File: config.mk
export PLATFORM = sky130hd
export DESIGN_NAME = burst_accumulator
export DESIGN_NICKNAME = d
export VERILOG_FILES = /design/src/rtl/burst_accumulator_pkg.sv /design/src/rtl/acc_alu.sv /design/src/rtl/burst_accumulator.sv
export SDC_FILE = /design/constraint.sdc
export NUM_CORES = 1
export LEC_CHECK = 0
export ABC_AREA = 1
export BUFFER_PORTS_ARGS = -buffer_cell sky130_fd_sc_hd__buf_2
export CAP_MARGIN = 40
export CORE_ASPECT_RATIO = 0.75
export CORE_MARGIN = 5
export CORE_UTILIZATION = 30
export DETAILED_ROUTE_END_ITERATION = 12
export PLACE_DENSITY = 0.53
export SLEW_MARGIN = 20
export SYNTH_ARGS = -nofsm -noshare
export SYNTH_HDL_FRONTEND = slang
export SYNTH_SLANG_ARGS = --single-unit
File: constraint.sdc
create_clock -name clock -period 4.45 [get_ports clock]
set_input_delay 0.445 -clock clock [delete_from_list [all_inputs] [get_ports clock]]
set_output_delay 0.445 -clock clock [all_outputs]
set_load 0.01 [all_outputs]
File: src/rtl/burst_accumulator_pkg.sv
// Shared definitions for the burst accumulator: op-code constants and FSM state type.
package burst_accumulator_pkg;

   localparam int unsigned OP_W = 3;

   // Operation selector encodings; every code above OP_XOR is a load.
   localparam logic [OP_W-1:0] OP_ADD = 3'b000;
   localparam logic [OP_W-1:0] OP_SUB = 3'b001;
   localparam logic [OP_W-1:0] OP_AND = 3'b010;
   localparam logic [OP_W-1:0] OP_OR  = 3'b011;
   localparam logic [OP_W-1:0] OP_XOR = 3'b100;

   typedef enum logic [1:0] {
      ST_IDLE = 2'd0,
      ST_RUN  = 2'd1,
      ST_DONE = 2'd2
   } state_t;

   // True for the op codes that can overflow (add and sub).
   function automatic logic is_arith(input logic [OP_W-1:0] op);
      return (op == OP_ADD) || (op == OP_SUB);
   endfunction

endpackage

File: src/rtl/acc_alu.sv
// Combinational accumulator datapath: result_c = acc <op> x.
// Optional macro: BURST_ACCUMULATOR_SAT_EN -- when defined, an overflowing
// add/sub clamps to the signed extreme; otherwise it wraps modulo 2^WIDTH.
// Ports:
//   op         operation selector
//   x          operand (two's complement)
//   acc        current accumulator value
//   result_c   next accumulator value
//   overflow_c signed overflow of an add/sub (never set for logic ops/load)
module acc_alu
   import burst_accumulator_pkg::*;
#(
   parameter int unsigned WIDTH = 6
) (
   input  logic [OP_W-1:0]  op,
   input  logic [WIDTH-1:0] x,
   input  logic [WIDTH-1:0] acc,
   output logic [WIDTH-1:0] result_c,
   output logic             overflow_c
);

   localparam int unsigned MSB = WIDTH - 1;
   localparam logic [WIDTH-1:0] MAX_POS = {1'b0, {(WIDTH-1){1'b1}}};
   localparam logic [WIDTH-1:0] MIN_NEG = {1'b1, {(WIDTH-1){1'b0}}};

   logic [WIDTH-1:0] sum;
   logic [WIDTH-1:0] diff;
   logic             add_ovf;
   logic             sub_ovf;

   assign sum  = acc + x;
   assign diff = acc - x;

   // Overflow when the result sign disagrees with what the operand signs imply.
   assign add_ovf = (acc[MSB] == x[MSB]) && (sum[MSB]  != acc[MSB]);
   assign sub_ovf = (acc[MSB] != x[MSB]) && (diff[MSB] != acc[MSB]);

   // Op select; logic ops and load can never overflow.
   always_comb begin
      result_c   = x;
      overflow_c = 1'b0;
      unique case (op)
         OP_ADD: begin
            result_c   = sum;
            overflow_c = add_ovf;
         end
         OP_SUB: begin
            result_c   = diff;
            overflow_c = sub_ovf;
         end
         OP_AND:  result_c = acc & x;
         OP_OR:   result_c = acc | x;
         OP_XOR:  result_c = acc ^ x;
         default: result_c = x;
      endcase
`ifdef BURST_ACCUMULATOR_SAT_EN
      // Overflow direction follows the accumulator sign for both add and sub.
      if (overflow_c && is_arith(op)) begin
         result_c = acc[MSB] ? MIN_NEG : MAX_POS;
      end
`endif
   end

endmodule

File: src/rtl/burst_accumulator.sv
// Burst accumulator: accepts a burst of len operands, folds each into an
// accumulator with a per-operand op, then presents the result until consumed.
// Optional macro: BURST_ACCUMULATOR_SAT_EN (saturating add/sub, see acc_alu).
// Ports:
//   clock, reset     clock and synchronous active-high reset
//   start, len       burst request and length (sampled in IDLE)
//   op, x, in_valid  operand stream; in_ready high while in RUN
//   s                accumulator register
//   out_valid        result valid (DONE); out_ready consumes it
//   ovf              sticky signed-overflow flag for the current burst
module burst_accumulator
   import burst_accumulator_pkg::*;
#(
   parameter int unsigned WIDTH = 6,
   parameter int unsigned CNT_W = 4
) (
   input  logic             clock,
   input  logic             reset,
   input  logic             start,
   input  logic [CNT_W-1:0] len,
   input  logic [OP_W-1:0]  op,
   input  logic [WIDTH-1:0] x,
   input  logic             in_valid,
   output logic             in_ready,
   output logic [WIDTH-1:0] s,
   output logic             out_valid,
   input  logic             out_ready,
   output logic             ovf
);

   state_t           state;
   state_t           state_nxt;
   logic [CNT_W-1:0] cnt;
   logic [CNT_W-1:0] cnt_nxt;
   logic [WIDTH-1:0] acc_nxt;
   logic             ovf_nxt;
   logic             in_ready_nxt;
   logic             out_valid_nxt;

   logic [WIDTH-1:0] alu_result;
   logic             alu_ovf;

   acc_alu #(
      .WIDTH(WIDTH)
   ) u_alu (
      .op        (op),
      .x         (x),
      .acc       (s),
      .result_c  (alu_result),
      .overflow_c(alu_ovf)
   );

   // State, counter, accumulator and registered handshake outputs.
   always_ff @(posedge clock) begin
      if (reset) begin
         state     <= ST_IDLE;
         cnt       <= '0;
         s         <= '0;
         ovf       <= 1'b0;
         in_ready  <= 1'b0;
         out_valid <= 1'b0;
      end else begin
         state     <= state_nxt;
         cnt       <= cnt_nxt;
         s         <= acc_nxt;
         ovf       <= ovf_nxt;
         in_ready  <= in_ready_nxt;
         out_valid <= out_valid_nxt;
      end
   end

   // Next-state and datapath update; handshakes are decoded from the next state
   // so in_ready/out_valid come straight from flops.
   always_comb begin
      state_nxt = state;
      cnt_nxt   = cnt;
      acc_nxt   = s;
      ovf_nxt   = ovf;

      unique case (state)
         ST_IDLE: begin
            if (start) begin
               acc_nxt   = '0;
               ovf_nxt   = 1'b0;
               cnt_nxt   = len;
               state_nxt = (len != '0) ? ST_RUN : ST_DONE;
            end
         end
         ST_RUN: begin
            if (in_valid) begin
               acc_nxt = alu_result;
               ovf_nxt = ovf | alu_ovf;
               cnt_nxt = cnt - CNT_W'(1);
               // cnt is never 0 in RUN, so 1 marks the final operand.
               if (cnt == CNT_W'(1)) begin
                  state_nxt = ST_DONE;
               end
            end
         end
         ST_DONE: begin
            // start is deliberately not looked at here, even alongside out_ready.
            if (out_ready) begin
               state_nxt = ST_IDLE;
            end
         end
         default: state_nxt = ST_IDLE;
      endcase

      in_ready_nxt  = (state_nxt == ST_RUN);
      out_valid_nxt = (state_nxt == ST_DONE);
   end

endmodule

After elaboration in Yosys (flattened, before gate mapping). Index checks and enable logic that the tools add are counted.

Bits in registers: 15. Output and inout port bits: 9. Word-level logic and storage cells: 52.

$add $sub $neg: 3. Equality and inequality tests: 15. Multiplexer cells: 17. Bitwise gates (word level): 4. Reduce and logical (&&, ||, !) cells: 7.

Operators with widths (number): $pmux W6 S5 (1); $mux W6 (2); $pmux W6 S2 (1); $mux W2 (5); $mux W4 (2); $pmux W4 S2 (1); $add A6 B6 Y6 (1); $and A6 B6 Y6 (1); $eq A3 B2 Y1 const B (2); $or A6 B6 Y6 (1); $pmux W2 S3 (1); $sub A6 B6 Y6 (1); $xor A6 B6 Y6 (1); $eq A2 B1 Y1 const B (2); $eq A2 B2 Y1 const B (2); $eq A4 B1 Y1 const B (1); $ne A2 B2 Y1 const B (2); $pmux W1 S2 (2); $reduce_bool A4 Y1 (1); $sub A4 B1 Y4 const B (1); $eq A3 B1 Y1 const B (1); $eq A3 B3 Y1 const B (1); $logic_not A3 Y1 (1); $ne A1 B1 Y1 (3); other kinds (7) (9).

Depth between registers and ports, before layout. Gate-level depths: netlist of run 1.

Depth in word-level cells: 7. Depth in mapped cells: 14. Gate-level depth less buffers: 13.

Cells and area by module. From an unflattened synthesis of run 1, not the netlist that was laid out.

Cells, all modules: 259. Area total of the unflattened synthesis: 1632.8 µm².

By module, submodules not included: acc_alu (instances 1, cells an instance 157, area each 905.9 µm², seq. area each 0.0 µm²); burst_accumulator (instances 1, cells an instance 102, area each 726.9 µm², seq. area each 300.3 µm²).

Worst setup path after synthesis of run 1. OpenSTA, ideal clock, no wires.

Path kind: in2reg. Start: input x[0]. End: register s[2]. Setup time: 0.132 ns. Data arrival time: 1.623 ns. Required time: 4.318 ns. Path slack: 2.695 ns. Stages on the path: 7. Buffers on the path: 0. Cell sequence: ha_1 fa_1 or2_2 nand3_1 nand4_1 nand3_1 a21oi_1.

Word-level cells in the longest chain between the ends: 4.

Ends and longest elaborated chain: from (decl) (RTL line burst_accumulator.sv:22) `input logic [WIDTH-1:0] x,`; $sub A6 B6 Y6 or $add A6 B6 Y6 (tied branches) (RTL line acc_alu.sv:32, acc_alu.sv:31); $pmux W6 S5 * (RTL line acc_alu.sv:42) `unique case (op)`; $mux W6 * (RTL line burst_accumulator.sv:90) `if (in_valid) begin`; $pmux W6 S2 * (RTL line burst_accumulator.sv:80) `unique case (state)`; to (signal assigned) (RTL line burst_accumulator.sv:65) `s <= acc_nxt;`; to (decl) (RTL line burst_accumulator.sv:25) `output logic [WIDTH-1:0] s,`.

Mark *: on every way between the ends. The rest lies on a longest branch, timed or not. The select of a mux whose other input is x is not followed. A chain may end at the register's enable or synchronous reset.

Final worst setup path of run 1.
Start: register s[2]. End: register s[5].

Word-level cells in the longest chain between the ends: 4.

Ends and longest elaborated chain (RTL line): $sub A6 B6 Y6 or $add A6 B6 Y6 (tied branches) (acc_alu.sv:32, acc_alu.sv:31); $pmux W6 S5 * (acc_alu.sv:42); $mux W6 * (burst_accumulator.sv:90); $pmux W6 S2 * (burst_accumulator.sv:80).

Marks and branches as above.

==> impl_metrics.ini, run 1 <==
[detailed_routing]
wl_per_cell_um = 12.6
drc_errors = 0
first_pass_iters = 4
drt_wl_total_um = 4300
routed_via_density = 4.73
drtIter0Drc = 111
routed-via-count = 1619
antenna_left = 0

[global_route]
met2_usage = 0.181
gr-usage-met1 = 0.200
grt_max_degree = 15
grt_pass1_wl_um = 6980
grt.overflow.total = 0
antenna_found_initial = 0
busiest_layer = met1
grtUsageTotal = 0.129
grt_pass1_vias = 1421
use_met3 = 0.0381

[timing]
max_freq_ghz = 0.531
tightest_slew_ps = 573
relSlewSlack = 0.615
hold_ws_ps = 446
slew_violations = 0
fin_crit_sh = 0.423
grt_setup_unrepaired = false
finalSetupViolations = 0
period_minus_slack_ps = 1880
final.setup.tns_ps = 0
fin_skew_ps = 6.82
hold_viol = 0
worst_slack_ps = 2570

[yosys]
netlist-cell-type-count = 31
synth_area_leaders = dfxtp_1 19%, ha_1 15%, nand2_1 14%, inv_1 9.3%, nand3_1 8.0%
synth_fp_nets = 282
synth_edf_count = 0
synth_top_family_by_area = simple AND/OR/NAND/NOR gates
ys_ff_latch = 15
syn-instance-count = 243
synthXorXnorAreaFrac = 0.0168
syn_area_mm2 = 0.00157
synth-compound-area-share = 0.133
yosys.area_share.simple = 0.364
synthAdderAreaFrac = 0.177
muxShareOfSynthArea = 0
avgSynthCellArea_um2 = 6.45
ys_seq_area_frac = 0.192
ys_warn_count = 0
yosys.area.top_type = dfxtp_1
synth_top_area_share = 0.192
ys.flop_type = dfxtp_1
synth-async-reset-ratio = 0

[layout]
antenna_cells = 0
stdcell_count = 342
fill_cells = 549
drive_gt1_frac = 0.152
finalNetCount = 310
syn_to_final_growth_pct = 15.6

[setup_path]
crit_path_frequent_cell = nand2_1
critical_path_class = reg -> reg
worstPathArrival_ps = 2010
r2r_cells = 13
cp.required_ps = 4570
rr_endpoint = s[5]
rr_startpoint = s[2]
rrSetupSlack_ps = 2570
max_stage_delay_ps = 460
worst_path_max_delay_cell = ha_1
path_max_fanout = 10
startpoint_type = register
critPathCaptureType = register
path_cells = inv_1 -> ha_1 -> inv_1 -> nand2_1 -> nand2_1 -> nand2_1 -> nand3_1 -> nand2_1 -> inv_1 -> nor2_1 -> nand2_1 -> nand2_1 -> a21oi_1

[power_and_ir_drop]
p_clk_frac = 0.283
power_frac_comb = 0.335
leakage_uw = 0.000933
p_switching_uw = 140
ir_drop_uv = 100
internal-power_uw = 252
p_seq_frac = 0.382
power_density_mw_per_mm2 = 217
swShare = 0.358

[clock_tree]
post_cts_buffers = 0
clock_latency_ps = 250
cts-buffers-inserted = 3
cts_tree = yes
path_clk_slew_ps = 70
clock-sinks = 15
cts-resized-gates = 0
cts_buffer_depth = 2
root_buffer = clkbuf_8
postCtsHoldBufs = 0
h-tree-depth = 1

[place]
place_inst = 338
place_hpwl_um = 3430
portBuffers = 26
gp_congestion = 0.886
pre_cts_slack_ps = 2450

[floorplanning]
die-area_mm2 = 0.00678
start_util = 0.314
pin_count = 27
fp.dieW_um = 93.4
rows = 22
die_y_um = 72.6
coreArea_mm2 = 0.00498

[min_path]
worstHoldStart = ovf
hold_path_class = reg -> reg
hold-path-endpoint = ovf
min_path_cells = 2

[run_status]
status = complete, no violations

[run]
maxCapViolations = 0
-- critical path: cells and delay by family, from the launching register on --
kind | cells | cell delay [ps]
and+or+nand+nor | 8 | 600
adders and majority gates | 1 | 460
DFF | 1 | 410
buffers and inverters | 3 | 230
AOI/OAI and AO/OA | 1 | 60
-- kinds of logic (layout without fill, tap and decap cells) --
logic type | count (synthesis) | count (layout)
simple gates | 125 | 125
flops | 15 | 15
compound gates | 34 | 34
fa+ha+maj | 21 | 21
buf+inv | 45 | 72
xor+xnor | 3 | 3
-- state kept, by name (all words and copies together) (netlist names) --
register,cells
ovf,1
in_ready,1
cnt,4
out_valid,1
state,2
s,6
-- worst max-delay path by stage --
stage,from,to,slack (ps),depth (start not counted)
2_1_floorplan,x[0],s[2],2700,7
3_3_place_gp,x[2],s[5],2480,14
3_5_place_dp,x[0],s[2],2450,8
4_1_cts,s[2],s[5],2570,13
5_1_grt,s[2],s[5],2290,13
6_report,s[2],s[5],2570,13
-- final cells by class --
class,count,area (um^2),share of cell area
repair buffers,26,130,0.0719
inverters,42,160,0.0885
flip-flops and latches,15,300,0.166
clock inverters,1,5.00,0.00276
multi-input cells,183,1080,0.598
clock buffers,3,41.3,0.0228
well taps,72,90.1,0.0498
-- metal layers --
metal	routed length, um	share of wire
met3	306	0.071
met4	8	0.0019
met5	0	0
met2	1670	0.39
met1	2310	0.54
-- synth_stat cells (2+ instances only) --
| master | instances |
|---|---|
| a211oi_1 | 2 |
| a21oi_1 | 14 |
| a21oi_2 | 2 |
| a31oi_1 | 3 |
| dfxtp_1 | 15 |
| fa_1 | 2 |
| ha_1 | 19 |
| inv_1 | 39 |
| inv_2 | 2 |
| nand2_1 | 59 |
| nand3_1 | 25 |
| nand4_1 | 10 |
| nor2_1 | 22 |
| nor2_4 | 2 |
| nor3_1 | 3 |
| o211ai_1 | 2 |
| o21ai_0 | 7 |
| xor2_1 | 2 |
-- placed cells by master (no fill, tap or decap), types with 2 or more instances in the layout --
cell,n
inv_2,2
fa_1,2
clkbuf_8,3
dfxtp_1,15
o21ai_0,7
nor2_4,2
nand4_1,10
nand3_1,25
nor2_1,22
ha_1,19
nor3_1,3
nand2_1,59
o211ai_1,2
a211oi_1,2
inv_1,39
a31oi_1,3
xor2_1,2
buf_2,26
a21oi_1,14
a21oi_2,2
-- through the flow --
stage	power, uW	utilization	area, um^2
2_1_floorplan	247	-	1570
3_3_place_gp	284	0.354	1760
3_5_place_dp	284	0.354	1760
4_1_cts	397	0.363	1810
5_1_grt	425	0.363	1810
6_report	393	0.363	1810
-- power groups by stage --
stage	Combinational [uW]	Clock, uW	Sequential, uW
2_1_floorplan	94.2	0	153
3_3_place_gp	131	0	153
3_5_place_dp	131	0	153
4_1_cts	132	115	150
5_1_grt	150	124	151
6_report	131	111	150
Note: power is estimated with default switching activity, not from simulation.
==> run 2, diff against run 1 <==
PLACE_DENSITY = 0.55   (was 0.53)
clock period = 1.5 ns   (was 4.45 ns; I/O delays follow)
==> run 2 against run 1 <==
The run now ends with setup timing left. Non-clock buffer count grew 31. Clock skew is 3.4 ps lower. Routed wire length increased by 9.4%. Global-route usage rose by 1.2 points.
==> impl_metrics.ini, run 2 (synthesis results as in run 1) <==
[clock_tree]
clock_latency_ps = 250
cts_buffer_depth = 2
cts-buffers-inserted = 3
postCtsHoldBufs = 0
path_clk_slew_ps = 60
h-tree-depth = 1
clock-sinks = 15
root_buffer = clkbuf_8
cts_tree = yes

[floorplanning]
die-area_mm2 = 0.00678
fp.dieW_um = 93.4
rows = 22
coreArea_mm2 = 0.00498
pin_count = 27
start_util = 0.314
die_y_um = 72.6

[place]
portBuffers = 26
gp_congestion = 0.925
place_hpwl_um = 3710
dpl_cell_area_mm2 = 0.00202
pre_cts_slack_ps = -104

[timing]
tightest_slew_ps = 352
fin_crit_sh = 1.07
period_minus_slack_ps = 1600
finalSetupViolations = 4
slew_violations = 0
worst_slack_ps = -101
hold_viol = 0
final.setup.tns_ps = -203
grt_setup_unrepaired = true
max_freq_ghz = 0.625
fin_skew_ps = 3.38
hold_ws_ps = 207
relSlewSlack = 0.764

[global_route]
grtUsageTotal = 0.141
met2_usage = 0.207
grt_pass1_vias = 1580
gr-usage-met1 = 0.214
grt_pass1_wl_um = 7590
grt_max_degree = 15
grt.overflow.total = 0
use_met3 = 0.0330
antenna_found_initial = 0
busiest_layer = met1

[setup_path]
worst_path_max_delay_cell = dfxtp_4
crit_path_frequent_cell = a21oi_1
path_cells = inv_4 -> ha_4 -> inv_2 -> fa_2 -> xnor2_1 -> a21oi_1 -> nand4_1 -> nand3_1 -> a21oi_1
critPathCaptureType = register
max_stage_delay_ps = 360
path_max_fanout = 3
critPathBufInv = 2
crit_family = adder cells
worstPathArrival_ps = 1730
startpoint_type = register
critical_path_class = reg -> reg
cp.required_ps = 1630

[detailed_routing]
drt_wl_total_um = 4710
routed-via-count = 1743
routed_via_density = 4.67
drtIter0Drc = 111
drc_errors = 0
wl_per_cell_um = 12.6
first_pass_iters = 4
antenna_left = 0

[layout]
antenna_cells = 0
drive_gt1_frac = 0.372
finalNetCount = 341
final_common_cell = nand2_1
regMostFlops = s
largest_register_ffs = 6
fill_cells = 519
register_area_um2 = 314
final_cell_mix = 53 x nand2_1, 32 x inv_1, 31 x buf_4
multi_input_area_mm2 = 0.00124
syn_to_final_growth_pct = 41.9
fin_area_mm2 = 0.00222
reg_top3 = s: 6 flops, cnt: 4 flops, state: 2 flops

[run_status]
status = finished, violations left
violations = setup timing

[min_path]
hold_path_class = in -> reg

[power_and_ir_drop]
leakage_uw = 0.00111
p_total_uw = 1300
ir_drop_uv = 278
power_density_mw_per_mm2 = 584

[run]
maxCapViolations = 0
[run 2: cell count changes in the layout (fill, tap and decap cells not counted), sizes merged]
| cell | previous run | this run |
|---|---|---|
| buf | 26 | 57 |
[run 2: per-stage QoR]
step,util,instances
floorplan,-,243
global placement,0.405,361
detailed placement,0.405,361
CTS,0.433,370
global route,0.446,373
finish,0.446,373
[run 2: path summary, 6_finish.rpt]
check                            start      to  slack (ps)  cells past startpoint
worst min register to register     ovf     ovf         460                      2
worst min-delay path            len[0]  cnt[0]         210                      3
worst max register to register    s[0]    s[2]        -100                      9
worst max-delay path              s[0]    s[2]        -100                      9
[run 2: layout make-up]
type	count	area share
flip-flops and latches	15	0.141
clock inverters	1	0.00225
well taps	72	0.0405
repair buffers	57	0.163
clock buffers	3	0.0186
inverters	42	0.0754
multi-input cells	183	0.559
[run 2: worst min-delay path, delay by kind of cell]
family                 cells  cell delay (ps)
AO/OA/AOI/OAI              1               80
buffers and inverters      1              100
AND/OR/NAND/NOR            1               80
[run 2: power by group]
| group | switching, uW | internal [uW] | total, uW |
|---|---|---|---|
| Combinational | 298 | 230 | 528 |
| Clock | 148 | 184 | 332 |
| Sequential | 16.1 | 422 | 438 |
| Total | 461 | 836 | 1300 |
[run 2: metal layers]
metal / part of all wire / up-vias
met5: 0 / -
met4: 0.0036 / 0
met2: 0.41 / 43
li1: - / 905
met3: 0.052 / 2
met1: 0.53 / 793
[run 2: timing repair]
| action | 4_1_cts | 5_1_grt |
|---|---|---|
| pin swaps | 10 | 14 |
| gates resized for setup | 12 | 16 |
| setup endpoints to repair | 5 | 7 |
| buffers inserted | 5 | 3 |
==> run 3, diff against run 2 <==
CORE_ASPECT_RATIO = unset   (was 0.75)
==> run 3 against run 2 <==
The run still ends with setup timing left. Final cell count decreased by 2.1%. Non-clock buffer count decreased by 6. Core utilization decreased by 2.1 points. Critical endpoint is now s[4]. Highest routed layer unchanged.
==> impl_metrics.ini, run 3 (synthesis results as in run 1) <==
[global_route]
grtUsageTotal = 0.142
grt_pass1_vias = 1630
grt_pass1_wl_um = 7400
grt.overflow.total = 0
grt_max_degree = 15
antenna_found_initial = 0

[timing]
hold_ws_ps = 189
worst_slack_ps = -71.2
slew_violations = 0
fin_skew_ps = 10.8
max_freq_ghz = 0.636
period_minus_slack_ps = 1570
fin_crit_sh = 1.05
finalSetupViolations = 4
relSlewSlack = 0.758
hold_viol = 0
grt_setup_unrepaired = true
tightest_slew_ps = 363

[setup_path]
worstPathArrival_ps = 1760
critical_path_class = reg -> reg
critPathCaptureType = register
crit_path_frequent_cell = nand3_1
path_max_fanout = 3
max_stage_delay_ps = 370
startpoint_type = register
path_cells = inv_4 -> ha_4 -> inv_4 -> fa_2 -> nand3_2 -> nand2_1 -> nand2_1 -> nand3_1 -> nand3_1 -> nand3_1 -> a21oi_1
cp.required_ps = 1690
worst_path_max_delay_cell = dfxtp_4

[layout]
multi_input_area_mm2 = 0.00122
syn_to_final_growth_pct = 37.8
stdcell_count = 365
utilization = 0.425
reg_top3 = s: 6 flops, cnt: 4 flops, state: 2 flops
finalNetCount = 335
fin_area_mm2 = 0.00216
register_area_um2 = 315
regMostFlops = s
final_cell_mix = 55 x nand2_1, 32 x inv_1, 26 x buf_2
antenna_cells = 0
drive_gt1_frac = 0.346
fill_cells = 568
largest_register_ffs = 6
final_common_cell = nand2_1

[place]
dpl_cell_area_mm2 = 0.00199
place_hpwl_um = 3540
gp_congestion = 0.827
portBuffers = 26
place_inst = 356
pre_cts_slack_ps = -101

[detailed_routing]
first_pass_iters = 4
drc_errors = 0
routed_via_density = 4.79
wl_per_cell_um = 12.4
antenna_left = 0
routed-via-count = 1749
drtIter0Drc = 120
drt_wl_total_um = 4510

[floorplanning]
die-area_mm2 = 0.00677
die_y_um = 82.3
fp.dieW_um = 82.3
rows = 26
start_util = 0.309
pin_count = 27
coreArea_mm2 = 0.00507

[clock_tree]
clock-sinks = 15
postCtsHoldBufs = 0
path_clk_slew_ps = 80
root_buffer = clkbuf_8
clock_latency_ps = 260
cts_tree = yes
h-tree-depth = 1
cts_buffer_depth = 2
cts-buffers-inserted = 3

[power_and_ir_drop]
leakage_uw = 0.00108
power_density_mw_per_mm2 = 597
ir_drop_uv = 280

[min_path]
hold_path_class = in -> reg

[run_status]
status = finished, violations left
violations = setup timing

[run]
maxCapViolations = 0
-- run 3: area by class of cell --
class,instances,area share
timing repair buffer,51,0.147
clock buffer,3,0.0191
multi-input combinational,183,0.567
inverter,42,0.0777
tap,70,0.0406
clock inverter,1,0.00232
sequential,15,0.146
-- run 3: power by group --
part           total, uW  internal, uW  switching (uW)
clock network        359           185             174
logic                492           209             283
registers            438           422            15.7
total               1290           816             473
-- run 3: metal layers --
metal,global-route usage,share of wire
met4,0.0598,0.026
met5,0,0
met1,0.195,0.49
met3,0.0228,0.033
met2,0.218,0.45
-- run 3: worst paths after layout --
path | start | to | slack [ps] | depth (start not counted)
setup / recovery | s[0] | s[4] | -70 | 11
hold / removal | len[0] | cnt[0] | 190 | 3
setup reg to reg | s[0] | s[4] | -70 | 11
hold reg to reg | ovf | ovf | 450 | 2
-- run 3: worst max-delay path: cells and delay by family (launching register included) --
family                     cells  cell delay [ps]
buffers and inverters          2               90
adders and majority gates      2              490
AOI/OAI and AO/OA              1              130
and+or+nand+nor                6              430
DFF                            1              370
-- run 3: what timing repair did --
action                     4_1_cts  5_1_grt
buffers inserted                 3        2
pin swaps                       11        7
gates resized for setup         11       13
setup endpoints to repair        5        7
-- run 3: through the flow --
stage,setup TNS (ps),power [uW]
detailed placement,-257,898
floorplan,-41.3,752
global route,-746,1390
global placement,-171,899
finish,-127,1290
CTS,-201,1280
